`src/rtl/rr_dispatcher.sv`:
```
// Round-robin fan-out: one valid/ready input stream spread over NUM_LANE one-entry
// output registers, choosing the first free lane at or after a rotating pointer.
module rr_dispatcher #(
    parameter int unsigned NUM_LANE = 5,
    parameter int unsigned DATA_W   = 32,
    localparam int unsigned BW_LANE = $clog2(NUM_LANE)
) (
    input  logic                         clk,
    input  logic                         rst_n,
    input  logic                         i_valid,
    output logic                         o_ready,
    input  logic [DATA_W-1:0]            i_data,
    output logic [NUM_LANE-1:0]          o_valid,
    input  logic [NUM_LANE-1:0]          i_ready,
    output logic [NUM_LANE*DATA_W-1:0]   o_data,
    output logic [BW_LANE-1:0]           o_accept_lane
);

    // One extra bit so ptr + offset cannot overflow before the modulo fold.
    localparam int unsigned BW_IDX = BW_LANE + 1;

    logic [NUM_LANE-1:0]              r_valid;
    logic [NUM_LANE-1:0][DATA_W-1:0]  r_data;
    logic [BW_LANE-1:0]               r_ptr;

    logic [NUM_LANE-1:0]              w_free;
    logic [NUM_LANE-1:0]              w_load;
    logic [BW_IDX-1:0]                w_sum;
    logic [BW_LANE-1:0]               w_sel;
    logic                             w_found;
    logic                             w_accept;

    // A lane being drained this cycle can take a new item in the same cycle.
    assign w_free   = ~r_valid | i_ready;
    assign o_ready  = |w_free;
    assign w_accept = i_valid & o_ready;

    always_comb begin
        w_found = 1'b0;
        w_sel   = '0;
        w_sum   = '0;
        for (int unsigned i = 0; i < NUM_LANE; i++) begin
            w_sum = {1'b0, r_ptr} + BW_IDX'(i);
            if (w_sum >= BW_IDX'(NUM_LANE)) begin
                w_sum = w_sum - BW_IDX'(NUM_LANE);
            end
            if (!w_found && w_free[w_sum[BW_LANE-1:0]]) begin
                w_found = 1'b1;
                w_sel   = w_sum[BW_LANE-1:0];
            end
        end
    end

    always_comb begin
        w_load = '0;
        if (w_accept) begin
            w_load[w_sel] = 1'b1;
        end
    end

    always_ff @(posedge clk or negedge rst_n) begin
        if (!rst_n) begin
            r_valid <= '0;
            r_data  <= '0;
        end else begin
            for (int k = 0; k < NUM_LANE; k++) begin
                if (w_load[k]) begin
                    r_valid[k] <= 1'b1;
                    r_data[k]  <= i_data;
                end else if (i_ready[k]) begin
                    r_valid[k] <= 1'b0;
                end
            end
        end
    end

    always_ff @(posedge clk or negedge rst_n) begin
        if (!rst_n) begin
            r_ptr <= '0;
        end else if (w_accept) begin
            r_ptr <= (w_sel == BW_LANE'(NUM_LANE - 1)) ? '0 : w_sel + 1'b1;
        end
    end

    assign o_valid       = r_valid;
    assign o_data        = r_data;
    assign o_accept_lane = w_sel;

endmodule

```
`config.mk`:
```
export PLATFORM = sky130hd
export DESIGN_NAME = rr_dispatcher
export DESIGN_NICKNAME = d
export VERILOG_FILES = /design/src/rtl/rr_dispatcher.sv
export SDC_FILE = /design/constraint.sdc
export NUM_CORES = 1
export LEC_CHECK = 0
export BUFFER_PORTS_ARGS = -buffer_cell sky130_fd_sc_hd__clkbuf_2
export CAP_MARGIN = 20
export CORE_AREA = 4 4 126 128
export CTS_CLUSTER_SIZE = 20
export DETAILED_ROUTE_END_ITERATION = 6
export DIE_AREA = 0 0 130 132
export PLACE_DENSITY = 0.76
export SKIP_LAST_GASP = 1
export SLEW_MARGIN = 20
export SYNTH_ARGS = -nofsm -noshare
export SYNTH_HDL_FRONTEND = slang
export SYNTH_SLANG_ARGS = --single-unit
```
`constraint.sdc`:
```
create_clock -name clk -period 4.85 [get_ports clk]
set_clock_uncertainty 0.05 [all_clocks]
set_input_delay 0.7275 -clock clk [delete_from_list [all_inputs] [get_ports clk]]
set_output_delay 0.7275 -clock clk [all_outputs]
set_load 0.02 [all_outputs]
```
; ---- Yosys cells after proc, flatten, opt, wreduce, memory -nomap -nowiden
; Cells that the tools add are included.
[totals]
reg_bits = 168
latchBits = 0
ram_bits = 0
rom_bits = 0
out_inout_bits = 169
n_memories = 0
[op_classes]
addsub = 10
multipliers = 0
n_div = 0
n_lt_le_gt_ge = 12
n_eq_ne = 1
shift = 0
n_mux = 38
bitwise_logic = 3
reduce_logical = 15
[op_table]
columns = operator, count
row1 = 3-bit two-way mux, 11
row2 = 3-bit by 4-bit less-than comparator with 1-bit output (second input constant), 6
row3 = 1-bit two-way mux, 20
row4 = 4-bit by 3-bit greater-or-equal comparator with 1-bit output (second input constant), 4
row5 = 1-bit binary-select mux with 3-bit select, 5
row6 = 3-bit subtractor (second input constant), 5
row7 = 2-bit nonzero test, 5
row8 = 3-bit by 2-bit adder with 4-bit output (second input constant), 2
row9 = 1-bit logical AND, 5
row10 = 5-bit two-way mux, 1
row11 = 5-bit NOT, 1
row12 = 5-bit OR, 1
row13 = 5-bit OR reduction, 1
row14 = 3-bit by 1-bit adder with 4-bit output (second input constant), 1
row15 = 3-bit by 3-bit adder with 4-bit output (second input constant), 1
row16 = 1-bit zero test, 4
row17 = 3-bit by 1-bit adder with 3-bit output (second input constant), 1
row18 = 1-bit demux with 3-bit select, 1
row19 = 3-bit == test (second input constant), 1
row20 = 3-bit by 1-bit greater-or-equal comparator with 1-bit output (second input constant), 1
row21 = 3-bit greater-or-equal comparator (second input constant), 1
row22 = 1-bit AND, 1

; ---- Depth between registers and ports, before layout
[logic_depth]
word_depth = 23
mapped_depth = 17

; ---- Worst setup path before layout
; No wires, ideal clock.
[synth_timing]
path_type = reg-to-reg
startpoint = register r_ptr[0]
endpoint = register r_data (netlist bit o_data[66])
setup_time_ns = 0.128
arrival_ns = 3.865
setup_slack_ns = 0.808
path_stages_with_launch = 16
synth_period_minus_slack_ns = 4.042
cell_sequence = dfrtp_1 > inv_2 > ha_1 > inv_1 > fa_1 > clkbuf_1 > or4_1 > o311ai_1 > o2bb2ai_2 > and4b_1 > nand2_2 > o32ai_4 > inv_2 > nor3_4 > buf_4 > mux2_1
[synth_between]
elab_chain_cells = 22
[synth_rtl]
columns = element, line
row1 = start: declaration, 24  ; logic [BW_LANE-1:0] r_ptr;
row2 = start signal: assignment, 81  ; r_ptr <= (w_sel == BW_LANE'(NUM_LANE - 1)) ? '0 : w_sel + 1'b1;
row3 = "parallel branches: the longest is 16 deep, another holds 3-bit by 1-bit adder with 4-bit output", --
row4 = 3-bit two-way mux *, 47  ; if (!w_found && w_free[w_sum[BW_LANE-1:0]]) begin
row5 = named net o_accept_lane[0], 16  ; output logic [BW_LANE-1:0] o_accept_lane
row6 = 3-bit by 4-bit less-than comparator with 1-bit output (implied by the code) / 3-bit by 1-bit greater-or-equal comparator with 1-bit output (equally long branches), 57  ; w_load[w_sel] = 1'b1;
row7 = 1-bit logical AND (implied by the code), 57
row8 = 1-bit two-way mux (implied by the code), 57
row9 = 1-bit demux with 3-bit select *, 57
row10 = 5-bit two-way mux *, 56  ; if (w_accept) begin
row11 = end signal: indexed assignment, 69  ; r_data[k] <= i_data;
row12 = end: declaration, 23  ; logic [NUM_LANE-1:0][DATA_W-1:0] r_data;
; Mark *: on every way through the listed nets, which the timed path passes. The select of a mux whose other input is x is not followed.
; A chain may end at the register's enable or synchronous reset.

; ---- Worst setup path in the final report
[layout_timing]
startpoint = register r_ptr[1]
endpoint = output port o_accept_lane[0]
[layout_between]
elab_chain_cells = 17
[layout_rtl]
columns = element, line
row1 = "parallel branches: the longest is 16 deep, another holds 3-bit by 1-bit adder with 4-bit output", --
row2 = 3-bit two-way mux *, 47
row3 = end: declaration, 16
; Mark *: on every way between the ends. The select of a mux whose other input is x is not followed.

==> impl_metrics.env <==
export IMPL_seq_area_sq_um=4207
export IMPL_chipWidth_um=130
export IMPL_synth_edf_count=0
export IMPL_synth_area_top_cells="dfrtp_1 56%, mux2_1 12%, mux2_2 12%"
export IMPL_antenna_left=0
export IMPL_synth_seq_cells=168
export IMPL_outcome="completed"
export IMPL_synthArstFlopShare_pct=100.0
export IMPL_numPortBuffers=208
export IMPL_yosysWarnings=0
export IMPL_tightest_slew_ns=0.8715
export IMPL_setup_violations=0
export IMPL_yosysSeqAreaShare_pct=55.90
export IMPL_syn_nets=589
export IMPL_grt_pass1_vias=5768
export IMPL_cts_sinks=168
export IMPL_antenna_cells=0
export IMPL_grt_max_degree=97
export IMPL_cp_start_kind="flip-flop"
export IMPL_num_vias=5342
export IMPL_clockBufferDepth=2
export IMPL_gp_congestion=0.9058
export IMPL_drc=0
export IMPL_cts_buffers=17
export IMPL_slew_headroom_pct=41.90
export IMPL_layout_nets=809
export IMPL_ios=209
export IMPL_dieArea_sq_um=17160
export IMPL_synth_area_leader_cell="dfrtp_1"
export IMPL_min_period_ns=4.693
export IMPL_postCtsHoldBufs=0
export IMPL_root_buffer="clkbuf_16"
export IMPL_synth_flop_cell="dfrtp_1"
export IMPL_track_usage_pct=22.87
export IMPL_rsz0062_at_grt="yes"
export IMPL_synth_distinct_cells=69
export IMPL_cts_max_level=4
export IMPL_wl_um=19190
export IMPL_path_max_fanout=14
export IMPL_hp_class="input port to asynchronous set/reset pin"
export IMPL_synth_avg_cell_area_sq_um=13.98
export IMPL_fillers=1175
export IMPL_fmax_mhz=213.1
export IMPL_coreArea_sq_um=14860
export IMPL_cts_tree="yes"
export IMPL_synth_top_area_share_pct=55.90
export IMPL_start_util_pct=50.60
export IMPL_finalCritPeriodShare_pct=96.76
export IMPL_syn_area_sq_um=7521
export IMPL_grt_pass1_wl_um=30710
export IMPL_vias_per_cell=5.576
export IMPL_synth_top_cells_by_count="168 x dfrtp_1, 81 x mux2_1, 79 x mux2_2"
export IMPL_clk_pin_slew_worst_paths_ns=0.06
export IMPL_dp_hpwl_um=13910
export IMPL_antenna_found_initial=0
export IMPL_hold_viol=0
export IMPL_dr_first_iter_drc_count=253
export IMPL_drive_gt1_share_pct=47.53
export IMPL_areaGrowthSynthToFinish_pct=25.29
export IMPL_slew_viol_final=0
export IMPL_arrival_ns=3.92
export IMPL_endpoint_kind="output port"
export IMPL_yosysMostFrequentCell="dfrtp_1"
export IMPL_synthCells=538
export IMPL_drv_cap=0
export IMPL_routedWlPerCell_um=20.03
export IMPL_grt_overflow=0
export IMPL_multi_input_area_sq_um=3184
export IMPL_holdWs_ns=0.3359
export IMPL_row_count=45
export IMPL_critPathKind="flip-flop to output port"
export IMPL_clk_latency_ns=0.41
export IMPL_cp_required_ns=4.07
export IMPL_die_y_um=132
export IMPL_drt_first_pass_iters=4
-- per-stage QoR --
stage                     setup TNS (ns)  util, %  instance area [sq um]  std cells  setup slack [ns]
after floorplan                        0        -                   7521        538            0.8079
after CTS                              0    63.06                   9373        955           0.03209
after global placement                 0    59.12                   8787        924            0.4943
after global routing             -0.1492    63.39                   9423        958           -0.1492
final                                  0    63.39                   9423        958            0.1571
after detailed placement               0    59.12                   8787        924            0.1980
-- per-layer routing --
metal  part of all wire (%)  global-route usage [%]
met1                     40                   27.96
met2                     51                   38.11
met3                    6.5                   6.767
met4                    2.6                   8.661
met5                      0                       0
-- cells by family (layout without fill, tap and decap cells) --
group                      after synthesis  count (layout)  share of synthesized area, %
muxes                                  169             169                         25.32
DFF                                    168             168                         55.90
and+or+nand+nor                         83              83                         6.671
AOI/OAI and AO/OA                       70              70                         7.686
buffers and inverters                   35             267                         2.262
adders and majority gates               11              11                         1.930
xor gates and xnor gates                 2               2                        0.2329
-- worst paths after layout --
kind	start	endpoint	slack, ns	cells past startpoint
worst max-delay path	r_ptr[1]	o_accept_lane[0]	0.16	11
max in group asynchronous	rst_n	o_data[144]	3.35	2
worst max register to register	r_ptr[0]	o_data[78]	0.47	14
worst min-delay path	rst_n	o_data[2]	0.34	1
min in group clk	o_data[94]	o_data[94]	0.43	1
worst min register to register	o_data[94]	o_data[94]	0.43	1
-- state kept, by name, summed over array words and instances, names as in the netlist --
| name | count |
|---|---|
| o_data | 160 |
| o_valid | 5 |
| r_ptr | 3 |
-- repair_timing --
action,CTS,global route
endpoints found under the setup margin,3,3
pin swaps,0,2
gates resized for setup,2,6
buffers inserted,0,3
-- area by class of cell --
type	instances	share of cell area [%]
Multi-Input combinational cell	335	33.79
Clock buffer	21	4.886
Clock inverter	10	1.275
Inverter	11	0.4382
Timing Repair Buffer	225	12.47
Tap cell	188	2.496
Sequential cell	168	44.64
-- cell usage in the layout, fill, tap and decap left out, drive strengths merged, types with 4 or more instances in the layout --
master   synthesis  layout
clkbuf           4     228
nor2b           10      10
a2bb2oi          4       4
or2              4       4
a21oi           10      10
or3              6       6
clkinv           0       5
ha              10      10
inv             11      13
mux2i            8       8
nand2b           9       9
mux2           160     160
o21ai           12      12
buf             20      18
dfrtp          168     168
nor3             7       7
nor2            16      16
a211oi           5       5
nand2           15      15
-- worst max-delay path, stage by stage (launching register included) --
cell,delay [ns]
dfrtp_2,0.53
inv_2,0.19
ha_1,0.37
nor2b_1,0.45
o21ba_2,0.25
a2bb2oi_1,0.32
o2bb2ai_2,0.21
and4b_1,0.26
a221oi_2,0.35
o32ai_4,0.19
inv_2,0.17
clkbuf_2,0.20
Power is not shown: default switching activity piles up to over one toggle a cycle in this logic, so the estimate is an artifact.
